--- src/rtl/signal_switch_ctrl_pkg.sv ---
// Shared definitions for the A/B stream swap controller.
// - state_t: controller state encoding, also used by the status-register decode.
// - DEFAULT_*: default widths and mute length for the controller and its interface.
// - state_is_busy(): maps a state to the exported busy flag.
package signal_switch_ctrl_pkg;

  localparam int DEFAULT_DATA_WIDTH  = 16;
  localparam int DEFAULT_MUTE_CYCLES = 8;
  localparam int DEFAULT_CNT_WIDTH   = 8;

  typedef enum logic [1:0] {
    ST_IDLE  = 2'd0,
    ST_ARMED = 2'd1,
    ST_MUTE  = 2'd2
  } state_t;

  function automatic logic state_is_busy(input state_t s);
    return (s == ST_ARMED) || (s == ST_MUTE);
  endfunction

endpackage

--- src/rtl/signal_switch_ctrl_if.sv ---
// Signal bundle between the swap controller and its surroundings.
// Ports:
//   switch_req   - requested swap state (level, quasi-static)
//   frame_start  - one-cycle strobe on the first sample of a frame
//   a, b         - input sample streams
//   x, y         - routed and mute-gated output samples
//   switch_state - currently applied swap state
//   busy         - a swap is pending or in progress
// Modports: master drives the request and the samples; slave is the controller.
interface signal_switch_ctrl_if
  import signal_switch_ctrl_pkg::*;
#(
  parameter int DATA_WIDTH = DEFAULT_DATA_WIDTH
);

  logic                  switch_req;
  logic                  frame_start;
  logic [DATA_WIDTH-1:0] a;
  logic [DATA_WIDTH-1:0] b;
  logic [DATA_WIDTH-1:0] x;
  logic [DATA_WIDTH-1:0] y;
  logic                  switch_state;
  logic                  busy;

  modport master (
    output switch_req, frame_start, a, b,
    input  x, y, switch_state, busy
  );

  modport slave (
    input  switch_req, frame_start, a, b,
    output x, y, switch_state, busy
  );

endinterface

--- src/rtl/signal_switch_ctrl_swap.sv ---
// Combinational A/B swap.
// Ports:
//   sel  - 0: x=a, y=b; 1: x=b, y=a
//   a, b - input samples
//   x, y - routed samples
module signal_switch_ctrl_swap
  import signal_switch_ctrl_pkg::*;
#(
  parameter int DATA_WIDTH = DEFAULT_DATA_WIDTH
) (
  input  logic                  sel,
  input  logic [DATA_WIDTH-1:0] a,
  input  logic [DATA_WIDTH-1:0] b,
  output logic [DATA_WIDTH-1:0] x,
  output logic [DATA_WIDTH-1:0] y
);

  assign x = sel ? b : a;
  assign y = sel ? a : b;

endmodule

--- src/rtl/signal_switch_ctrl.sv ---
// Frame-aligned A/B stream swap controller.
// A change of switch_req arms the controller; the next frame_start starts a
// mute window of MUTE_CYCLES samples, at the end of which the new swap state
// is applied, so no output frame mixes the two routings.
// Ports:
//   SYS_aclk   - system clock, rising edge
//   SYS_areset - asynchronous active-high reset
//   sw         - slave side of signal_switch_ctrl_if (request, samples, status)
// MUTE_CYCLES must lie in 1..2**CNT_WIDTH-1.
module signal_switch_ctrl
  import signal_switch_ctrl_pkg::*;
#(
  parameter int DATA_WIDTH  = DEFAULT_DATA_WIDTH,
  parameter int MUTE_CYCLES = DEFAULT_MUTE_CYCLES,
  parameter int CNT_WIDTH   = DEFAULT_CNT_WIDTH
) (
  input logic                 SYS_aclk,
  input logic                 SYS_areset,
  signal_switch_ctrl_if.slave sw
);

  // The counter counts MUTE_CYCLES-1 down to 0, one mute sample per value.
  localparam logic [CNT_WIDTH-1:0] MUTE_LOAD = CNT_WIDTH'(MUTE_CYCLES - 1);

  state_t                 state_reg, state_next;
  logic [CNT_WIDTH-1:0]   counter_reg, counter_next;
  logic                   target_reg, target_next;
  logic                   switch_state_reg, switch_state_next;
  logic                   busy_reg, busy_next;
  logic [DATA_WIDTH-1:0]  x_reg, x_next;
  logic [DATA_WIDTH-1:0]  y_reg, y_next;
  logic [DATA_WIDTH-1:0]  route_x, route_y;

  signal_switch_ctrl_swap #(
    .DATA_WIDTH (DATA_WIDTH)
  ) u_swap (
    .sel (switch_state_reg),
    .a   (sw.a),
    .b   (sw.b),
    .x   (route_x),
    .y   (route_y)
  );

  always_ff @(posedge SYS_aclk or posedge SYS_areset) begin
    if (SYS_areset) begin
      state_reg        <= ST_IDLE;
      counter_reg      <= '0;
      target_reg       <= 1'b0;
      switch_state_reg <= 1'b0;
      busy_reg         <= 1'b0;
      x_reg            <= '0;
      y_reg            <= '0;
    end else begin
      state_reg        <= state_next;
      counter_reg      <= counter_next;
      target_reg       <= target_next;
      switch_state_reg <= switch_state_next;
      busy_reg         <= busy_next;
      x_reg            <= x_next;
      y_reg            <= y_next;
    end
  end

  always_comb begin
    state_next        = state_reg;
    counter_next      = counter_reg;
    target_next       = target_reg;
    switch_state_next = switch_state_reg;

    case (state_reg)
      ST_IDLE: begin
        // A frame_start seen here is deliberately ignored, even on the
        // arming cycle itself.
        if (sw.switch_req != switch_state_reg) begin
          state_next = ST_ARMED;
        end
      end
      ST_ARMED: begin
        // Cancellation wins over a coincident frame_start.
        if (sw.switch_req == switch_state_reg) begin
          state_next = ST_IDLE;
        end else if (sw.frame_start) begin
          state_next   = ST_MUTE;
          counter_next = MUTE_LOAD;
          target_next  = sw.switch_req;
        end
      end
      ST_MUTE: begin
        if (counter_reg == '0) begin
          switch_state_next = target_reg;
          state_next        = ST_IDLE;
        end else begin
          counter_next = counter_reg - CNT_WIDTH'(1);
        end
      end
      default: begin
        state_next = ST_IDLE;
      end
    endcase

    // busy follows the state being entered, so it is aligned with state_reg.
    busy_next = state_is_busy(state_next);

    // Samples taken while muting are blanked; the routing uses the swap
    // state in force when the sample is taken.
    if (state_reg == ST_MUTE) begin
      x_next = '0;
      y_next = '0;
    end else begin
      x_next = route_x;
      y_next = route_y;
    end
  end

  assign sw.x            = x_reg;
  assign sw.y            = y_reg;
  assign sw.switch_state = switch_state_reg;
  assign sw.busy         = busy_reg;

endmodule

--- src/flat_wrapper.sv ---
// flat-port wrapper written by rule: the top's interface ports become plain ports
module signal_switch_ctrl_flat import signal_switch_ctrl_pkg::*;
#(
  parameter int DATA_WIDTH  = DEFAULT_DATA_WIDTH,
  parameter int MUTE_CYCLES = DEFAULT_MUTE_CYCLES,
  parameter int CNT_WIDTH   = DEFAULT_CNT_WIDTH
)
  (SYS_aclk, SYS_areset, sw_switch_req, sw_frame_start, sw_a, sw_b, sw_x, sw_y, sw_switch_state, sw_busy);
  signal_switch_ctrl_if #(.DATA_WIDTH(DATA_WIDTH)) sw_i ();
  input logic SYS_aclk;
  input logic SYS_areset;
  input wire logic [$bits(sw_i.switch_req)-1:0] sw_switch_req;
  input wire logic [$bits(sw_i.frame_start)-1:0] sw_frame_start;
  input wire logic [$bits(sw_i.a)-1:0] sw_a;
  input wire logic [$bits(sw_i.b)-1:0] sw_b;
  output wire logic [$bits(sw_i.x)-1:0] sw_x;
  output wire logic [$bits(sw_i.y)-1:0] sw_y;
  output wire logic [$bits(sw_i.switch_state)-1:0] sw_switch_state;
  output wire logic [$bits(sw_i.busy)-1:0] sw_busy;
  assign sw_i.switch_req = sw_switch_req;
  assign sw_i.frame_start = sw_frame_start;
  assign sw_i.a = sw_a;
  assign sw_i.b = sw_b;
  assign sw_x = sw_i.x;
  assign sw_y = sw_i.y;
  assign sw_switch_state = sw_i.switch_state;
  assign sw_busy = sw_i.busy;
  signal_switch_ctrl #(.DATA_WIDTH(DATA_WIDTH), .MUTE_CYCLES(MUTE_CYCLES), .CNT_WIDTH(CNT_WIDTH)) u_core (.SYS_aclk(SYS_aclk), .SYS_areset(SYS_areset), .sw(sw_i));
endmodule
--- config.mk ---
export PLATFORM = sky130hd
export DESIGN_NAME = signal_switch_ctrl_flat
export DESIGN_NICKNAME = d
export VERILOG_FILES = /design/src/rtl/signal_switch_ctrl_pkg.sv /design/src/rtl/signal_switch_ctrl_if.sv /design/src/rtl/signal_switch_ctrl_swap.sv /design/src/rtl/signal_switch_ctrl.sv /design/src/flat_wrapper.sv
export SDC_FILE = /design/constraint.sdc
export NUM_CORES = 1
export LEC_CHECK = 0
export CAP_MARGIN = 20
export CORE_ASPECT_RATIO = 0.8
export CORE_MARGIN = 2
export CORE_UTILIZATION = 25
export DETAILED_ROUTE_END_ITERATION = 8
export PLACE_DENSITY = 0.57
export REMOVE_ABC_BUFFERS = 1
export SYNTH_ARGS = -nofsm -noshare
export SYNTH_HDL_FRONTEND = slang
export SYNTH_SLANG_ARGS = --single-unit
--- constraint.sdc ---
create_clock -name SYS_aclk -period 2.4 [get_ports SYS_aclk]
set_clock_uncertainty 0.15 [all_clocks]
set_input_delay 0.48 -clock SYS_aclk [delete_from_list [all_inputs] [get_ports SYS_aclk]]
set_output_delay 0.48 -clock SYS_aclk [all_outputs]
set_load 0.01 [all_outputs]
==> out/results.ini <==
[timing]
fin_ws_ns=0.3051
rsz0062_at_grt=false
finalSetupViolCount=0
worst_pin_slew_ns=0.5076
min_period_ns=2.095
slew_viol_final=0
hold_violations=0
fin_crit_sh_pct=87.29
tns_ns=0
max_freq_mhz=477.4
worst_hold_slack_ns=0.3506
relSlewSlack_pct=66.09

[global_routing]
gr-total-overflow=0
grt_max_degree=46
grt_pass1_vias=1461
grtUsageTotal_pct=10.06
grt_pass1_wl_um=7017
antenna_found_initial=0

[cts]
cts_setup_buffers=0
cts.clk_slew.worst_paths_ns=0.08
cts_buffer_depth=2
cts_sinks=45
cts_tree=done
numCtsBuffers=5
cts_max_level=2
hold_buffers=0
clkLatencyLatePin_ns=0.29
cts_root_buffer=clkbuf_8
cts_resized=0

[drt]
drt-vias-per-instance=4.299
detail-route-antenna-nets=0
dr.first_iter.drc_count=45
drc=0
wl_um=4213
wl_per_cell_um=12.00
vias=1509
drt-pass1-iter-count=4

[worst_setup_path]
cpMaxStageDelayCell=clkdlybuf4s50_1
cp_max_fo=13
critPathCaptureType=primary output
arrival_ns=1.46
crit_family=buffers and inverters
critPathKind=register to primary output
startpoint_type=register
slowest_delay_ns=0.60
path_buf_inv=1
cp.required_ns=1.77
crit_chain=clkdlybuf4s50_1

[logic_synthesis]
synth.lib_cells_used.distinct=31
syn_inst=171
synth-seq-area-share_pct=56.57
ys_warn_count=0
yosys_register_bits=45
synthTopCellsByArea=dfrtp_1 (57%), mux2i_1 (20%), nor2_1 (6.4%)
yosys.area_share.simple_pct=11.82
synth.avg_cell_area_um2=11.64
synth_compound_area_share_pct=5.280
synthXorXnorAreaFrac_pct=0.8799
syn_area_um2=1991
yosysTopAreaCellShare_pct=56.57
synth_top_family_by_area=multiplexers
yosys.area.top_type=dfrtp_1
synthAdderAreaFrac_pct=1.257
yosys-mux-area-fraction_pct=21.24

[placement]
place_inst=343
hpwlAfterDp_um=2956
gp_routability_congestion=0.7275
io_buffer_count=69
pre_cts_slack_ns=0.3904
place_area_um2=2831

[floorplan]
row_count=29
start_util_pct=25.40
io_pins=70
design.die.area_um2=8697
die_y_um=83.82
core_um2=7838
dieWidth_um=103.8

[power]
powerDensity_nw_per_um2=886.3
p_total_mw=2.583
p_leak_nw=1.214
ir_worst_vdd_mv=0.4084

[layout]
final_layout_size_suffix_gt1_share_pct=7.819
areaGrowthSynthToFinish_pct=46.39
nets=280
fin_area_um2=2914
finalCoreUtilization_pct=37.18
fin_cells=351
diodes=0

[job]
cap_violations=0

[worst_hold_path]
min_path_type=register to register

[run_status]
run_status=complete, no violations

==> cell type report <==
class / count / area [um^2]
timing repair buffer: 74 / 740.7
tap: 108 / 135.1
clock buffer: 6 / 72.57
multi-input combinational: 112 / 813.3
clock inverter: 2 / 10.01
sequential: 45 / 1127
fill: 816 / 4923
inverter: 4 / 15.01
==> power by group <==
part | switching (mW) | total [mW] | internal [mW]
sequential | 0.150 | 1.13 | 0.981
combinational | 0.464 | 1.00 | 0.537
clock | 0.249 | 0.452 | 0.202
total | 0.863 | 2.58 | 1.72
==> cell families after synthesis <==
logic type               after synthesis
AND/OR/NAND/NOR                       49
flip-flops                            45
multiplexers                          42
AO/OA/AOI/OAI                         17
buffers and inverters                 14
XOR/XNOR                               2
adder cells (fa/ha/maj)                2
==> routing by layer <==
metal	wire length, um	global-route usage (%)
met3	386	4.215
met4	15	2.826
met2	1786	15.47
met5	0	0
met1	2025	13.05
==> worst paths after layout <==
kind / start / depth (start not counted) / slack [ns] / endpoint
worst max register to register: u_core.counter_reg[0]$_DFFE_PP0P_ / 5 / 0.37 / u_core.sw.switch_state$_DFFE_PP0N_
worst min register to register: u_core.target_reg$_DFFE_PP0P_ / 1 / 0.35 / u_core.sw.switch_state$_DFFE_PP0N_
max in group asynchronous: SYS_areset / 3 / 1.48 / u_core.sw.switch_state$_DFFE_PP0N_
min in group asynchronous: SYS_areset / 3 / 0.39 / u_core.sw.y[2]$_DFF_PP0_
worst min-delay path: u_core.target_reg$_DFFE_PP0P_ / 1 / 0.35 / u_core.sw.switch_state$_DFFE_PP0N_
worst max-delay path: u_core.sw.switch_state$_DFFE_PP0N_ / 1 / 0.31 / sw_switch_state
==> cell usage after synthesis <==
cell type   n
mux2_1      1
nor2b_1     1
xor2_1      1
nor3_1      3
nor3b_1     1
mux2_2      1
buf_1       1
dfrtp_1    45
o21ai_2     1
xnor2_1     1
o2111ai_1   1
o211ai_1    3
nand4_1     1
nor4_1      1
o21ai_0     7
a211oi_1    1
mux2i_1    40
a21oi_1     3
nand3b_1    1
buf_2       5
and3b_1     1
ha_1        2
nand3_1     1
nor4_4      1
a21o_1      1
clkbuf_1    4
inv_1       4
nor2_1     34
or4_1       1
nand2_1     2
or3b_2      1
==> cell usage in the layout, fill, tap and decap left out, types with 2 or more instances in the layout <==
cell,n
o21ai_0,7
nand2_1,2
o211ai_1,3
clkdlybuf4s50_1,69
mux2i_1,40
nor2_1,34
clkbuf_8,5
dfrtp_1,44
a21oi_1,3
ha_1,2
inv_1,3
clkinv_2,2
nor3_1,3
buf_4,4
No activity file was read; power rests on OpenSTA's default activity.
